$ cat src/rtl/xip_line_cache.sv
// Direct-mapped, read-only line cache in front of the SPI flash controller.
// Reads hit local storage or trigger a word-0-upward line fill; writes pass through and invalidate everything.
module xip_line_cache #(
  parameter int LINES      = 8,
  parameter int LINE_WORDS = 4
) (
  input  logic        clk_i,
  input  logic        rst_ni,
  input  logic        flush_i,
  input  logic        req_valid_i,
  input  logic [31:0] req_addr_i,
  input  logic [31:0] req_value_i,
  input  logic [3:0]  req_wstrb_i,
  output logic        req_ready_o,
  output logic        resp_valid_o,
  output logic [31:0] resp_value_o,
  output logic        mem_req_valid_o,
  output logic [31:0] mem_req_addr_o,
  output logic [31:0] mem_req_value_o,
  output logic        mem_req_wstrb_o,
  input  logic        mem_req_ready_i,
  input  logic        mem_resp_valid_i,
  input  logic [31:0] mem_resp_value_i
);

  localparam int OFF  = $clog2(LINE_WORDS);
  localparam int IDX  = $clog2(LINES);
  localparam int TAGW = 30 - OFF - IDX;

  typedef enum logic [2:0] {
    IDLE, LOOKUP, FILL_REQ, FILL_WAIT, DONE, WR_REQ, WR_WAIT
  } state_e;

  state_e            state_q;
  logic [29:0]       addr_q;
  logic [OFF-1:0]    cnt_q;
  logic              flushed_q;
  logic [LINES-1:0]  valid_q;
  logic [31:0]       resp_hold_q;
  logic              mem_req_valid_q;
  logic [31:0]       mem_req_addr_q;
  logic [31:0]       mem_req_value_q;
  logic              mem_req_wstrb_q;

  logic [TAGW-1:0]   tag_mem  [LINES];
  logic [31:0]       data_mem [LINES][LINE_WORDS];

  logic [OFF-1:0]    word_w;
  logic [IDX-1:0]    index_w;
  logic [TAGW-1:0]   tag_w;
  logic              hit_w;
  logic              fill_last_w;
  logic [31:0]       line_word_w;
  logic              unused_addr_bits;

  assign word_w           = addr_q[OFF-1:0];
  assign index_w          = addr_q[OFF +: IDX];
  assign tag_w            = addr_q[29 -: TAGW];
  assign hit_w            = valid_q[index_w] && (tag_mem[index_w] == tag_w);
  assign fill_last_w      = (cnt_q == OFF'(LINE_WORDS - 1));
  assign line_word_w      = data_mem[index_w][word_w];
  assign unused_addr_bits = ^req_addr_i[1:0];

  assign req_ready_o     = (state_q == IDLE);
  assign mem_req_valid_o = mem_req_valid_q;
  assign mem_req_addr_o  = mem_req_addr_q;
  assign mem_req_value_o = mem_req_value_q;
  assign mem_req_wstrb_o = mem_req_wstrb_q;

  // Write responses are forwarded in the cycle they arrive, so the response port is a mux over a held value.
  always_comb begin
    resp_valid_o = 1'b0;
    resp_value_o = resp_hold_q;
    case (state_q)
      LOOKUP: begin
        if (hit_w) begin
          resp_valid_o = 1'b1;
          resp_value_o = line_word_w;
        end
      end
      DONE: begin
        resp_valid_o = 1'b1;
        resp_value_o = line_word_w;
      end
      WR_WAIT: begin
        if (mem_resp_valid_i) begin
          resp_valid_o = 1'b1;
          resp_value_o = mem_resp_value_i;
        end
      end
      default: ;
    endcase
  end

  always_ff @(posedge clk_i or negedge rst_ni) begin
    if (!rst_ni) begin
      state_q         <= IDLE;
      addr_q          <= '0;
      cnt_q           <= '0;
      flushed_q       <= 1'b0;
      valid_q         <= '0;
      resp_hold_q     <= '0;
      mem_req_valid_q <= 1'b0;
      mem_req_addr_q  <= '0;
      mem_req_value_q <= '0;
      mem_req_wstrb_q <= 1'b0;
    end else begin
      case (state_q)
        IDLE: begin
          if (req_valid_i) begin
            addr_q <= req_addr_i[31:2];
            if (|req_wstrb_i) begin
              state_q         <= WR_REQ;
              mem_req_valid_q <= 1'b1;
              mem_req_addr_q  <= {req_addr_i[31:2], 2'b00};
              mem_req_value_q <= req_value_i;
              mem_req_wstrb_q <= 1'b1;
            end else begin
              state_q <= LOOKUP;
            end
          end
        end
        LOOKUP: begin
          if (hit_w) begin
            resp_hold_q <= line_word_w;
            state_q     <= IDLE;
          end else begin
            cnt_q             <= '0;
            flushed_q         <= flush_i;
            valid_q[index_w]  <= 1'b0;
            mem_req_valid_q   <= 1'b1;
            mem_req_addr_q    <= {addr_q[29:OFF], {OFF{1'b0}}, 2'b00};
            mem_req_value_q   <= '0;
            mem_req_wstrb_q   <= 1'b0;
            state_q           <= FILL_REQ;
          end
        end
        FILL_REQ: begin
          flushed_q <= flushed_q | flush_i;
          if (mem_req_ready_i) begin
            mem_req_valid_q <= 1'b0;
            state_q         <= FILL_WAIT;
          end
        end
        FILL_WAIT: begin
          flushed_q <= flushed_q | flush_i;
          if (mem_resp_valid_i) begin
            if (fill_last_w) begin
              if (!flushed_q) valid_q[index_w] <= 1'b1;
              state_q <= DONE;
            end else begin
              cnt_q           <= cnt_q + OFF'(1);
              mem_req_valid_q <= 1'b1;
              mem_req_addr_q  <= {addr_q[29:OFF], cnt_q + OFF'(1), 2'b00};
              state_q         <= FILL_REQ;
            end
          end
        end
        DONE: begin
          resp_hold_q <= line_word_w;
          state_q     <= IDLE;
        end
        WR_REQ: begin
          if (mem_req_ready_i) begin
            mem_req_valid_q <= 1'b0;
            state_q         <= WR_WAIT;
          end
        end
        WR_WAIT: begin
          if (mem_resp_valid_i) begin
            resp_hold_q <= mem_resp_value_i;
            valid_q     <= '0;
            state_q     <= IDLE;
          end
        end
        default: state_q <= IDLE;
      endcase
      // A flush always wins, including over the valid set at the end of a fill.
      if (flush_i) valid_q <= '0;
    end
  end

  always_ff @(posedge clk_i) begin
    if (state_q == FILL_WAIT && mem_resp_valid_i) begin
      data_mem[index_w][cnt_q] <= mem_resp_value_i;
      if (fill_last_w) tag_mem[index_w] <= tag_w;
    end
  end

endmodule

$ cat config.mk
export PLATFORM = sky130hd
export DESIGN_NAME = xip_line_cache
export DESIGN_NICKNAME = d
export VERILOG_FILES = /design/src/rtl/xip_line_cache.sv
export SDC_FILE = /design/constraint.sdc
export NUM_CORES = 1
export LEC_CHECK = 0
export ABC_AREA = 1
export BUFFER_PORTS_ARGS = -buffer_cell sky130_fd_sc_hd__buf_2
export CAP_MARGIN = 20
export CORE_AREA = 4 4 332 334
export CTS_CLUSTER_SIZE = 24
export DETAILED_ROUTE_END_ITERATION = 7
export DIE_AREA = 0 0 336 338
export PLACE_DENSITY_LB_ADDON = 0.05
export SLEW_MARGIN = 20
export SYNTH_ARGS = -nofsm -noshare
export SYNTH_HDL_FRONTEND = slang
export SYNTH_SLANG_ARGS = --single-unit
$ cat constraint.sdc
create_clock -name clk_i -period 4.4 [get_ports clk_i]
set_input_delay 0.22 -clock clk_i [delete_from_list [all_inputs] [get_ports clk_i]]
set_output_delay 0.22 -clock clk_i [all_outputs]
set_load 0.1 [all_outputs]
# Word level (Yosys, flattened, before mapping)
# Memory sizes are Yosys's and may differ from the RTL's.
# Cells that the tools add are included.
# totals
in_bits,106
reg_bits,142
word_cells,129
mem_bits_rw,1224
n_memories,2
# classes
add_sub_neg,1
order_cmp,5
n_eq_ne,22
mux,61
reduce_logical,22
bitwise,6
# memory_table
memory,depth,word_bits,rd,rd_clocked_by_memory_dff,write_ports,line_no,source
data_mem,8,128,1,0,1,46,logic [31:0] data_mem [LINES][LINE_WORDS];
tag_mem,8,25,1,0,1,45,logic [TAGW-1:0] tag_mem [LINES];
# ops
operator,count
two-way mux 32 bit,13
one-hot mux 32 bit (3 select lines),2
two-way mux 128 bit,1
binary-select mux 32 bit (select 2 bit),1
demux 32 bit (select 2 bit),1
one-hot mux 32 bit (2 select lines),1
two-way mux 8 bit,6
equality test 25 bit,1
one-hot mux 8 bit (3 select lines),1
two-way mux 3 bit,7
one-hot mux 3 bit (6 select lines),1
two-way mux 1 bit,16
inequality test 3 bit (second input constant),5
inequality test 2 bit (second input constant),7
AND reduction 6 bit,2
equality test 3 bit (second input constant),3
AND 8 bit,1
two-way mux 2 bit,4
NOT 8 bit,1
bitwise OR 8 bit,1
AND reduction 4 bit,2
nonzero test 4 bit,2
AND reduction 7 bit,1
equality test 3 x 2 -> 1 bit (second input constant),2
other kinds (24),35

# Depth between registers and ports, before layout
# logic_depth
depth_word,10
mapped_depth,19
depth_no_buf,17

# Least setup slack after synthesis
# No wires, ideal clock.
# synth_timing
path_type,register -> register
startpoint,reg addr_q[2]
endpoint,"mem data_mem[2][0] (netlist bit), enable pin"
arrival_time_ns,3.919
path_stages_with_launch,9
path_slack_ns,0.008
t_required_ns,3.928
n_path_buf,5
cell_sequence,dfrtp_1 -> buf_4 -> buf_2 -> buf_2 -> buf_2 -> nor2_2 -> buf_2 -> inv_1 -> nor2_1
# synth_lines
item,line_no,source
start: declaration,35,logic [29:0] addr_q;
start signal: assignment,111,addr_q <= req_addr_i[31:2];
end: declaration,46,
# No word-level cell before the write port.

# Worst setup path after layout
# layout_timing
startpoint,reg addr_q[2]
endpoint,out resp_value_o[13]
# layout_between
elab_chain_len,6
# layout_lines
item,line_no,source
memory (8 x 128 bit),-,
binary-select mux 32 bit (select 2 bit),61,assign line_word_w = data_mem[index_w][word_w];
two-way mux 32 bit (implied by the code) (2 in a row),61,
two-way mux 32 bit,-,
one-hot mux 32 bit (3 select lines) (*),74,case (state_q)
end: declaration,16,"output logic [31:0] resp_value_o,"
# Every way passes the cells marked *; elsewhere a longest branch is shown, timed or not. The select of a mux whose other input is x is not followed.

==> metrics.yaml <==
worst_setup_path:
  cp-end-kind: "output port"
  cp.arrival_ns: 3.97
  reg2reg_slack_ns: 0.68
  start_kind: "flop"
  required_ns: 4.18
  path_class: "reg2out"
  cp_max_fo: 40
die:
  coreArea_sq_um: 107000
  die_h_um: 338
  die_x_um: 336
  rows: 120
  start_util: 0.497
  pin_count: 206
  die-area_sq_um: 114000
cells_and_area:
  drive_above_1_share: 0.137
  fill_cells: 8516
  seq_area_sq_um: 40300
  diodes: 0
  fin_nets: 4566
  multi_input_area_sq_um: 11300
  area_growth_pct: 18.5
  final_core_util: 0.589
yosys:
  synth_largest_area_cell: "edfxtp_1"
  ys_seq_area_frac: 0.757
  synth_edf_count: 1224
  yosys_warnings: 0
  postSynth.asyncResetShare: 0.103
  synth_area_leaders: "edfxtp_1, nand2_1, dfrtp_1, nand3_1, inv_1"
  syn_area_sq_um: 53200
  synthCells: 4080
  ys.flop_type: "edfxtp_1"
  avgSynthCellArea_sq_um: 13.0
  synth_top_cell_area_share: 0.692
  ys_seq_elements: 1364
  synth_cell_types: 41
clock_tree:
  cts_buffers: 146
  path_clk_slew_ns: 0.06
  cts_root_buf: "clkbuf_16"
  cts_buffer_depth: 3
  cts.htree.levels: 4
  clkLatencyLatePin_ns: 0.75
  cts_tree: "done"
  cts.sinks: 1364
global_routing:
  grt_remaining_overflow: 0
  antenna_found_initial: 1
  first_global_vias: 32600
  grtUsageTotal: 0.270
  grt_max_degree: 91
  grt_pass1_wl_mm: 222
detailed_routing:
  viasPerCell: 5.71
  drc: 0
  routed_wirelength_mm: 154
  dr_total_vias: 34200
  wl_per_cell_um: 25.7
  drt-initial-drc-count: 2958
  postRouteAntennaNets: 0
  dr.pass1.iters: 5
timing:
  report.final.slew_viol_count: 0
  whs_ns: 0.0958
  rsz0062_at_grt: "no"
  hold_violations: 0
  max_freq_mhz: 238
  tightest_slew_ns: 1.14
  period_needed_ns: 4.19
  skew_ns: 0.0185
  slew_headroom: 0.238
  fin_setup_tns_ns: 0
  period_share: 0.953
  setup_viol: 0
min_path:
  min_path_type: "in2reg"
pwr:
  p_per_area_nw_per_um2: 670
  ir_drop_mv: 0.671
  p_leak_nw: 23.4
place:
  gp_congestion: 0.803
  portBuffers: 201
  dp_hpwl_mm: 83.1
outcome:
  status: "finished, final reports clean"
job:
  max_cap_viol_count: 0
-- per-layer routing --
| layer | part of all wire | vias to the layer above | GRT usage | wire length, um |
|---|---|---|---|---|
| met4 | 0.027 | 0 | 0.0844 | 4110 |
| met2 | 0.48 | 1315 | 0.442 | 74000 |
| li1 | - | 15400 | - | - |
| met1 | 0.42 | 17200 | 0.370 | 64200 |
| met5 | 0 | - | 0.00298 | 0 |
| met3 | 0.074 | 225 | 0.0493 | 11300 |
-- where the power goes --
| group | internal, mW | switching, mW |
|---|---|---|
| clock | 6.95 | 4.99 |
| sequential | 15.0 | 0.586 |
| combinational | 3.94 | 10.7 |
| total | 25.9 | 16.2 |
-- cells by family after synthesis --
family,share of synthesized area
and+or+nand+nor,0.135
other,0.0000706
AOI/OAI and AO/OA,0.0698
adders and majority gates,0.000942
buffers and inverters,0.0366
DFF,0.757
-- critical path, stage by stage, from the launching register on --
cell	delay (ns)
dfrtp_4	0.47
clkinv_4	0.19
buf_4	0.25
buf_4	0.18
nor2_4	0.17
buf_12	0.26
buf_4	0.42
a22oi_1	0.16
nand4_1	0.13
nand3_1	0.18
nand2_1	0.25
nand2_1	0.09
nand3_1	0.10
clkbuf_4	0.34
-- Yosys cell counts, types with 6 or more instances --
cell type and n:
o311ai_0 6, a221oi_1 75, o21bai_1 10, nand4_1 148, o2111a_1 6, edfxtp_1 1224
inv_1 255, a22o_1 106, a211oi_1 11, clkbuf_1 93, nand3_1 199, nand2_1 1096
or2_1 17, buf_2 90, o211ai_1 28, nor2_1 218, a22oi_1 81, nor2_2 7
o21ai_0 106, a21oi_1 71, nor3_1 14, dfrtp_1 140, inv_2 6, o21ai_1 14
buf_1 16, buf_4 12
-- registers in the layout (all words and copies together), names as in the netlist, 2 cells and up --
| name | cells |
|---|---|
| cnt_q | 2 |
| valid_q | 8 |
| state_q | 3 |
| resp_hold_q | 32 |
| data_mem | 1024 |
| tag_mem | 200 |
| addr_q | 30 |
| mem_req_value_o | 32 |
| mem_req_addr_o | 30 |
-- final timing paths --
kind / to / from / cells past startpoint
min: data_mem[6][109]$_DFFE_PP_ / mem_resp_value_i[13] / 1
min in group asynchronous: mem_req_value_o[9]$_DFFE_PN0P_ / rst_ni / 3
max: resp_value_o[13] / addr_q[2]$_DFFE_PN0P_ / 13
min reg2reg: mem_req_addr_o[30]$_DFFE_PN0P_ / mem_req_addr_o[30]$_DFFE_PN0P_ / 2
max reg2reg: data_mem[5][92]$_DFFE_PP_ / state_q[1]$_DFFE_PN0P_ / 9
max in group asynchronous: mem_req_value_o[18]$_DFFE_PN0P_ / rst_ni / 4
-- placed cells by master, fill, tap and decap left out, types with 24 or more instances in the layout --
cell / count
clkinv_2: 24
a22o_1: 106
dfrtp_1: 136
nand4_1: 148
edfxtp_1: 1224
buf_4: 95
clkbuf_1: 43
buf_2: 167
clkbuf_16: 151
a21oi_1: 71
nor2_1: 179
inv_1: 253
a22oi_1: 81
nand3_1: 191
buf_12: 60
dlygate4sd3_1: 102
o21ai_0: 106
nand2_1: 1092
o211ai_1: 28
nor2_4: 41
a221oi_1: 75
-- through the flow --
step	area, sq um	setup slack [ns]	power [mW]	std cells
after floorplan	53200	0.00826	25.3	4081
after global placement	57100	0.538	30.2	5607
after detailed placement	57100	0.540	30.2	5607
after CTS	62800	0.0296	42.3	5979
after global routing	63000	0.000178	44.1	5981
final	63000	0.206	42.2	5981
-- final cells by class --
cell class / count / share of cell area
clock buffers: 204 / 0.0646
well taps: 1403 / 0.0279
clock inverters: 66 / 0.00960
inverters: 262 / 0.0159
multi-input cells: 2243 / 0.180
flip-flops and latches: 1364 / 0.640
repair buffers: 439 / 0.0625
-- repair_timing --
item,4_1_cts,5_1_grt
gates cloned,0,1
endpoints found under the hold margin,1172,0
gates resized for setup,11,31
hold buffers,102,0
setup endpoints to repair,32,32
pin swaps,0,1
setup buffers,0,1
(Power assumes the default switching activity.)
